$ cat src/rtl/node_sink_pkg.sv
// node_sink_pkg: shared packet, phase and statistic definitions for the node ejection sink.
// Provides packet_t, sink_phase_t, STAT_W and a saturating increment helper.
package node_sink_pkg;
   localparam int STAT_W  = 32;
   localparam int COORD_W = 4;
   typedef struct packed {
      logic               ant;
      logic               backward;
      logic [COORD_W-1:0] x_source, y_source;
      logic [COORD_W-1:0] x_dest, y_dest;
      logic [15:0]        payload;
   } packet_t;
   typedef enum logic [1:0] {WARMUP, MEASURE, DRAIN, DONE} sink_phase_t;
   // Statistics stick at all-ones instead of wrapping.
   function automatic logic [STAT_W-1:0] sat_inc(input logic [STAT_W-1:0] v, input logic inc);
      return (inc && v != '1) ? v + 1'b1 : v;
   endfunction
endpackage

$ cat src/rtl/node_sink_lfsr_en_gen.sv
// lfsr_en_gen: pseudo-random registered enable with a programmable duty cycle.
// Ports: clk, reset_n (async, active-low), o_en (registered enable).
module lfsr_en_gen #(
   parameter logic [15:0] SEED    = 16'hACE1,
   parameter int          EN_RATE = 100
) (
   input  logic clk,
   input  logic reset_n,
   output logic o_en
);
   localparam logic [7:0] EN_THR = 8'((EN_RATE * 128) / 100);
   logic [15:0] lfsr_q, lfsr_d;
   logic        en_d;
   // Fibonacci x^16+x^14+x^13+x^11+1, shifting towards the MSB.
   always_comb begin
      lfsr_d = {lfsr_q[14:0], lfsr_q[15] ^ lfsr_q[13] ^ lfsr_q[12] ^ lfsr_q[10]};
      en_d   = {1'b0, lfsr_q[15:9]} < EN_THR;
   end
   always_ff @(posedge clk or negedge reset_n) begin
      if (!reset_n) begin
         lfsr_q <= SEED;
         o_en   <= 1'b0;
      end else begin
         lfsr_q <= lfsr_d;
         o_en   <= en_d;
      end
   end
endmodule

$ cat src/rtl/node_sink.sv
// node_sink: per-node ejection endpoint sequencing warm-up/measure/drain and checking deliveries.
// Ports: clk, reset_n (async, active-low), i_data/i_data_val (network output), o_en (network enable),
// o_phase/o_done (run phase), o_rx/meas/ant/misroute_count, o_src_sig, o_error (sticky).
module node_sink
   import node_sink_pkg::*;
#(
   parameter int          X_ID            = 0,
   parameter int          Y_ID            = 0,
   parameter int          WARMUP_PACKETS  = 1000,
   parameter int          MEASURE_PACKETS = 5000,
   parameter int          DRAIN_PACKETS   = 3000,
   parameter int          EN_RATE         = 100,
   parameter logic [15:0] SEED            = 16'hACE1
) (
   input  logic              clk,
   input  logic              reset_n,
   input  packet_t           i_data,
   input  logic              i_data_val,
   output logic              o_en,
   output sink_phase_t       o_phase,
   output logic              o_done,
   output logic [STAT_W-1:0] o_rx_count,
   output logic [STAT_W-1:0] o_meas_count,
   output logic [STAT_W-1:0] o_ant_count,
   output logic [STAT_W-1:0] o_misroute_count,
   output logic [15:0]       o_src_sig,
   output logic              o_error
);
   localparam logic [COORD_W-1:0] X_C = COORD_W'(X_ID);
   localparam logic [COORD_W-1:0] Y_C = COORD_W'(Y_ID);
   localparam logic [STAT_W-1:0]  W_L = STAT_W'(WARMUP_PACKETS);
   localparam logic [STAT_W-1:0]  M_L = STAT_W'(MEASURE_PACKETS);
   localparam logic [STAT_W-1:0]  D_L = STAT_W'(DRAIN_PACKETS);

   sink_phase_t       phase_q, phase_d;
   logic [STAT_W-1:0] pcnt_q, pcnt_d, rx_q, rx_d, meas_q, meas_d, ant_q, ant_d, mis_q, mis_d, lim;
   logic [15:0]       sig_q, sig_d;
   logic              err_q, err_d, accept, dest_ok, good, in_meas, adv;

   lfsr_en_gen #(.SEED(SEED), .EN_RATE(EN_RATE)) u_en (
      .clk    (clk),
      .reset_n(reset_n),
      .o_en   (o_en)
   );

   always_comb begin
      accept  = i_data_val && o_en;
      dest_ok = i_data.x_dest == X_C && i_data.y_dest == Y_C;
      good    = accept && !i_data.ant && dest_ok;
      in_meas = good && phase_q == MEASURE;
      lim     = phase_q == WARMUP ? W_L : phase_q == MEASURE ? M_L : D_L;
      // A zero limit leaves the phase unconditionally, giving one skipped phase per cycle.
      adv     = phase_q != DONE && (lim == '0 || (good && pcnt_q == lim - 1'b1));
      phase_d = adv ? sink_phase_t'(phase_q + 2'd1) : phase_q;
      pcnt_d  = (adv || phase_q == DONE) ? '0 : pcnt_q + STAT_W'(good);
      rx_d    = sat_inc(rx_q, accept);
      ant_d   = sat_inc(ant_q, accept && i_data.ant);
      mis_d   = sat_inc(mis_q, accept && !dest_ok);
      meas_d  = sat_inc(meas_q, in_meas);
      sig_d   = in_meas ? sig_q ^ 16'({i_data.x_source, i_data.y_source}) : sig_q;
      err_d   = err_q || (accept && !dest_ok) || (i_data_val && !o_en);
   end

   always_ff @(posedge clk or negedge reset_n) begin
      if (!reset_n) begin
         phase_q <= WARMUP;
         pcnt_q  <= '0;
         rx_q    <= '0;
         meas_q  <= '0;
         ant_q   <= '0;
         mis_q   <= '0;
         sig_q   <= '0;
         err_q   <= 1'b0;
      end else begin
         phase_q <= phase_d;
         pcnt_q  <= pcnt_d;
         rx_q    <= rx_d;
         meas_q  <= meas_d;
         ant_q   <= ant_d;
         mis_q   <= mis_d;
         sig_q   <= sig_d;
         err_q   <= err_d;
      end
   end

   assign o_phase          = phase_q;
   assign o_done           = phase_q == DONE;
   assign o_rx_count       = rx_q;
   assign o_meas_count     = meas_q;
   assign o_ant_count      = ant_q;
   assign o_misroute_count = mis_q;
   assign o_src_sig        = sig_q;
   assign o_error          = err_q;
endmodule

$ cat config.mk
export PLATFORM = sky130hd
export DESIGN_NAME = node_sink
export DESIGN_NICKNAME = d
export VERILOG_FILES = /design/src/rtl/node_sink_pkg.sv /design/src/rtl/node_sink_lfsr_en_gen.sv /design/src/rtl/node_sink.sv
export SDC_FILE = /design/constraint.sdc
export NUM_CORES = 1
export LEC_CHECK = 0
export ABC_AREA = 1
export CORE_AREA = 5 5 155 157
export CTS_CLUSTER_DIAMETER = 50
export DETAILED_ROUTE_END_ITERATION = 12
export DIE_AREA = 0 0 160 162
export GPL_TIMING_DRIVEN = 1
export MAX_ROUTING_LAYER = met4
export PLACE_DENSITY = 0.81
export RECOVER_POWER = 25
export SLEW_MARGIN = 10
export SYNTH_ARGS = -nofsm -noshare
export SYNTH_HDL_FRONTEND = slang
export SYNTH_HIERARCHICAL = 1
export SYNTH_SLANG_ARGS = --single-unit
$ cat constraint.sdc
create_clock -name clk -period 3.3 [get_ports clk]
set_clock_uncertainty 0.1 [all_clocks]
set_input_delay 0.33 -clock clk [delete_from_list [all_inputs] [get_ports clk]]
set_output_delay 0.33 -clock clk [all_outputs]
set_load 0.1 [all_outputs]
==> flow_summary.toml, run 1 <==
[run_status]
status = "finished, violations left"
violations = "max-capacitance violations, max-slew violations"

[die]
core_sq_mm = 0.0224
die_area_sq_mm = 0.0259
rows = 55
die_h_microns = 162
pin_count = 186
start_util_pct = 49.2
die_w_microns = 160

[detailed_routing]
ant_nets = 0
drt-met1-wl_microns = 13200
routed-wl-met3_microns = 1420
wl_met2_microns = 13800
drc = 0
drt-initial-drc-count = 980
vias = 10800
first_pass_iters = 5
top_layer = "met4"
routed_wl_microns = 28900
vias_per_cell = 5.06
routedWlPerCell_microns = 13.6

[critical_path]
critPathCaptureType = "output pin"
worst-path-stages = 1
path_cells = "clkdlybuf4s50_1"
rrSetupSlack_ns = 0.87
critical_path.top_delay_family = "buffers and inverters"
arrival_ns = 2.10
r2r_cells = 10
critPathCapture = "o_rx_count[20]"
crit_required_ns = 2.87
crit_type = "flip-flop to output pin"
worstPathMaxFanout = 6
critPathLaunchType = "flip-flop"
cp.buffers_inverters = 1
slowest_delay_ns = 1.19
crit_start = "o_rx_count[20]$_DFFE_PN0P_"
reg2reg_to = "o_ant_count[9]$_DFFE_PN0P_"
cp_slowest_cell = "clkdlybuf4s50_1"
r2r-start = "o_ant_count[0]$_DFFE_PN0P_"

[sta]
fmax_mhz = 395
fin_crit_sh_pct = 76.7
max_slew_margin_pct = -20.3
rsz0062_at_grt = "false"
worst-slew-pin-transition_ns = 1.81
slew_viol_final = 68
finalCriticalPeriod_ns = 2.53
setup_ws_ns = 0.769
finalHoldViolCount = 0
finalSetupViolCount = 0
setup_tns_ns = 0

[final_layout]
final_common_cell = "nand2_1"
antenna_cells = 0
mostFrequentLayoutCells = "nand2_1, nor2_1, dfrtp_1, clkdlybuf4s50_1, inv_1"
fin_nets = 1875
drive_gt1_share_pct = 4.67
postLayoutCoreUtil_pct = 59.5
area_growth_pct = 20.8

[power]
seqPwrFrac_pct = 42.6
power.internal_mw = 3.51
ir_drop_mv = 0.814
pwr-share-comb_pct = 21.6
p_leak_nw = 5.99
power_density_mw_per_mm2 = 409
swShare_pct = 35.6
clkPwrFrac_pct = 35.8
switching_power_mw = 1.94

[clock_tree]
tritoncts = "built"
clkLatencyLatePin_ns = 0.43
cts_buffer_depth = 2
clk_pin_slew_worst_paths_ns = 0.08
clockRootBuffer = "clkbuf_16"
htree_num_levels = 4
numCtsBuffers = 17
cts_resized = 0
cts.sinks = 172

[hold_path]
worstHoldPathType = "input pin to flip-flop"

[synth]
synth_top_area_share_pct = 39.1
yosys.area_share.simple_pct = 46.3
syn_area_per_cell_sq_um = 6.60
synth_top_family_by_area = "simple AND/OR/NAND/NOR gates"
synth-compound-area-share_pct = 1.31
synthMuxAreaShare_pct = 0
synth_fa_ha_area_share_pct = 1.02
ys_warn_count = 6
ys_ff_latch = 172
synth-xor-area-share_pct = 6.60
synth_area_leaders = "dfrtp_1, nand2_1, nor2_1"
syn_inst = 1669
netlist_area_sq_mm = 0.0110
synth_seq_area_share_pct = 39.1
synth_top_area_cell = "dfrtp_1"
synthDistinctLibCells = 26

[placed_design]
port_buffers = 160
dp_slack_ns = 0.478
hpwlAfterDp_microns = 21500
gp_congestion = 0.954

[run]
drv_cap = 1

[grt]
first_global_vias = 10200
grt_pass1_wl_microns = 49000
antenna_found_initial = 0
overflow = 0
grt_use_total_pct = 23.1
grt_start_max_net_pins = 70
==> registers in the layout (all words and copies together), names as in the netlist, 2 cells and up <==
name / cells
o_phase: 2
pcnt_q: 32
o_meas_count: 32
o_rx_count: 32
o_ant_count: 32
o_src_sig: 8
o_misroute_count: 32
==> layer usage <==
layer | up-vias | track usage [%]
met5 | - | -
met4 | 0 | 6.30
met3 | 35 | 3.70
met2 | 311 | 37.6
met1 | 4976 | 30.2
li1 | 5435 | -
==> synthesized netlist by cell type <==
cell type / number
o21ai_1: 6
inv_1: 86
buf_6: 10
dfrtp_1: 172
o21ai_2: 1
a21o_1: 2
o21ai_0: 17
nor3_1: 3
ha_1: 9
nand3_1: 48
inv_4: 3
nand3b_1: 54
buf_2: 5
conb_1: 2
nor2_4: 6
nand2_1: 827
inv_2: 2
a21oi_1: 1
nor2_1: 287
nand2_4: 4
xor2_1: 28
nand4_1: 8
nor2_2: 12
buf_4: 17
xnor2_1: 55
nand2_2: 4
==> power groups by stage <==
stage / clock [mW] / combinational (mW) / sequential (mW)
after floorplan: 0 / 0.306 / 2.93
after global placement: 0 / 1.17 / 2.35
after detailed placement: 0 / 1.18 / 2.36
after CTS: 1.99 / 1.19 / 2.32
after global routing: 2.08 / 1.25 / 2.34
final: 1.95 / 1.18 / 2.32
==> metrics by stage <==
step	cell area (sq um)	cells	total power, mW	hold WS, ns
6_report	13300	2127	5.44	0.366
5_1_grt	13300	2127	5.66	0.366
4_1_cts	13300	2127	5.49	0.359
3_5_place_dp	12700	2094	3.54	0.289
3_3_place_gp	12700	2094	3.53	0.289
2_1_floorplan	11000	1676	3.24	-0.0656
==> layout make-up <==
type,count,area [sq um]
Timing Repair Buffer,166,1610
Multi-Input combinational cell,1381,6120
Tap cell,285,357
Inverter,91,349
Fill cell,2035,9060
Sequential cell,172,4300
Clock inverter,13,130
Clock buffer,19,433
==> worst min-delay path by stage <==
stage / start / end / depth (start not counted)
2_1_floorplan: reset_n / o_ant_count[0]$_DFFE_PN0P_ / 0
3_3_place_gp: reset_n / o_src_sig[6]$_DFFE_PN0P_ / 1
3_5_place_dp: reset_n / o_src_sig[6]$_DFFE_PN0P_ / 1
4_1_cts: i_data[29] / o_src_sig[5]$_DFFE_PN0P_ / 3
5_1_grt: i_data[24] / o_src_sig[0]$_DFFE_PN0P_ / 3
6_report: i_data[25] / o_src_sig[1]$_DFFE_PN0P_ / 3
==> kinds of logic (layout without fill, tap and decap cells) <==
family	after synthesis	in the layout
simple gates	1253	1253
flops	172	172
buf+inv	123	289
xor+xnor	83	83
compound gates	27	27
fa+ha+maj	9	9
other cells	2	9
==> timing repair <==
item,in CTS,in global routing
endpoints found under the hold margin,66,0
setup endpoints to repair,0,0
hold buffers,1,0
buffers inserted,0,0
(Power assumes the default switching activity.)
==> inputs of run 2 (changes only) <==
==> constraint.sdc (replaced) <==
create_clock -name clk -period 2.5 [get_ports clk]
set_clock_uncertainty 0.1 [all_clocks]
set_input_delay 0.25 -clock clk [delete_from_list [all_inputs] [get_ports clk]]
set_output_delay 0.25 -clock clk [all_outputs]
set_load 0.1 [all_outputs]
==> flow_summary.toml, run 2 (synthesized netlist as in run 1, its figures left out) <==
[run_status]
status = "finished, final reports clean"

[die]
die_h_microns = 162
pin_count = 186
rows = 55
die_area_sq_mm = 0.0259
core_sq_mm = 0.0224
start_util_pct = 49.2
die_w_microns = 160

[detailed_routing]
vias_per_cell = 5.06
vias = 10900
first_pass_iters = 5
drc = 0
drt-initial-drc-count = 766
ant_nets = 0
routedWlPerCell_microns = 13.9
routed_wl_microns = 29700

[clock_tree]
clkLatencyLatePin_ns = 0.43
clk_pin_slew_worst_paths_ns = 0.07
cts_buffer_depth = 2
clockRootBuffer = "clkbuf_16"
numCtsBuffers = 17
tritoncts = "built"
cts.repair_timing.setup_buffer_count = 0
htree_num_levels = 4
cts.sinks = 172

[final_layout]
mostFrequentLayoutCells = "nand2_1, nor2_1, dfrtp_1, buf_4, inv_1"
fin_nets = 1894
final_common_cell = "nand2_1"
area_growth_pct = 20.0
antenna_cells = 0
drive_gt1_share_pct = 12.4

[power]
seqPwrFrac_pct = 41.9
power_density_mw_per_mm2 = 553
swShare_pct = 34.5
switching_power_mw = 2.52
ir_drop_mv = 0.732
power.internal_mw = 4.79
p_leak_nw = 6.34
clkPwrFrac_pct = 37.1
finalPower_mw = 7.30
pwr-share-comb_pct = 21.0

[sta]
finalCriticalPeriod_ns = 2.24
setup_ws_ns = 0.256
finalHoldViolCount = 0
setup_tns_ns = 0
fin_crit_sh_pct = 89.8
worst-slew-pin-transition_ns = 0.895
max_slew_margin_pct = 40.3
slew_viol_final = 0
finalSetupViolCount = 0
fmax_mhz = 446
rsz0062_at_grt = "false"

[grt]
overflow = 0
grt_use_total_pct = 23.8
grt_start_max_net_pins = 84
first_global_vias = 10500
grt_pass1_wl_microns = 50700
antenna_found_initial = 0

[critical_path]
reg2reg_to = "o_misroute_count[14]$_DFFE_PN0P_"
crit_required_ns = 2.69
r2r_cells = 9
worst-path-stages = 9
r2r-start = "o_misroute_count[0]$_DFFE_PN0P_"
critPathCapture = "o_misroute_count[14]$_DFFE_PN0P_"
critPathLaunchType = "flip-flop"
slowest_delay_ns = 0.45
cp_slowest_cell = "dfrtp_1"
crit_type = "flip-flop to flip-flop"
worstPathMaxFanout = 35
arrival_ns = 2.44
critPathCaptureType = "flip-flop"
critical_path.top_delay_family = "simple AND/OR/NAND/NOR gates"
cp.buffers_inverters = 2
crit_start = "o_misroute_count[0]$_DFFE_PN0P_"
rrSetupSlack_ns = 0.26
path_cells = "ha_1 > inv_1 > nor2_4 > nand2_2 > nor2_2 > nand2_1 > nand2_4 > buf_4 > o21ai_0"

[run]
drv_cap = 0

[placed_design]
gp_congestion = 0.916
dp_slack_ns = -0.0589
hpwlAfterDp_microns = 22500
port_buffers = 160

[hold_path]
hold_depth = 3
worstHoldPathType = "input pin to flip-flop"
==> run 2: cell types whose count changed in the layout (fill, tap and decap cells not counted), sizes merged <==
| cell | change |
|---|---|
| buf | +141 |
| clkdlybuf4s50 | -122 |
| clkinvlp | +2 |
| clkbuf | +3 |
| clkinv | -4 |
| inv | -4 |
| bufinv | +1 |
==> run 2: through the flow <==
step,hold slack [ns],area (sq um),util [%],std cells
floorplan,-0.146,11000,-,1676
global placement,0.0728,12600,56.5,2113
detailed placement,0.0727,12600,56.5,2113
CTS,0.184,13200,59.2,2144
global route,0.302,13200,59.1,2144
finish,0.289,13200,59.1,2144
==> run 2: repair_timing <==
item | CTS | global route
hold buffers | 1 | 0
hold endpoints to repair | 32 | 0
resized for setup | 0 | 0
==> run 2: layer usage <==
layer	wire, microns	GRT usage, %
met1	14000	32.6
met2	14000	38.0
met3	1400	3.50
met4	317	5.36
met5	0	-
==> run 2: layout make-up <==
cell class	count	area, sq um
Inverter	91	349
Clock buffer	22	484
Fill cell	2129	9150
Multi-Input combinational cell	1381	6120
Timing Repair Buffer	185	1490
Clock inverter	8	109
Sequential cell	172	4310
Tap cell	285	357
==> run 2: power groups by stage <==
| stage | clock [mW] | sequential, mW | combinational (mW) |
|---|---|---|---|
| final | 2.71 | 3.06 | 1.53 |
| after global routing | 2.86 | 3.09 | 1.62 |
| after CTS | 2.76 | 3.06 | 1.55 |
| after detailed placement | 0 | 3.11 | 1.55 |
| after global placement | 0 | 3.11 | 1.52 |
| after floorplan | 0 | 3.87 | 0.403 |
==> run 2: how the worst min path moves through the flow <==
| stage | slack, ns | from | to |
|---|---|---|---|
| final | 0.29 | i_data[26] | o_src_sig[2]$_DFFE_PN0P_ |
| after global placement | 0.07 | reset_n | o_src_sig[7]$_DFFE_PN0P_ |
| after CTS | 0.18 | reset_n | o_src_sig[7]$_DFFE_PN0P_ |
| after floorplan | -0.15 | reset_n | o_ant_count[0]$_DFFE_PN0P_ |
| after global routing | 0.30 | i_data[28] | o_src_sig[4]$_DFFE_PN0P_ |
| after detailed placement | 0.07 | reset_n | o_src_sig[7]$_DFFE_PN0P_ |
==> run 2: worst reg2reg max path: stages (launching register included) <==
cell and delay, ns:
dfrtp_1 0.45, ha_1 0.30, inv_1 0.10, nor2_4 0.18, nand2_2 0.11, nor2_2 0.15
nand2_1 0.12, nand2_4 0.09, buf_4 0.34, o21ai_0 0.17
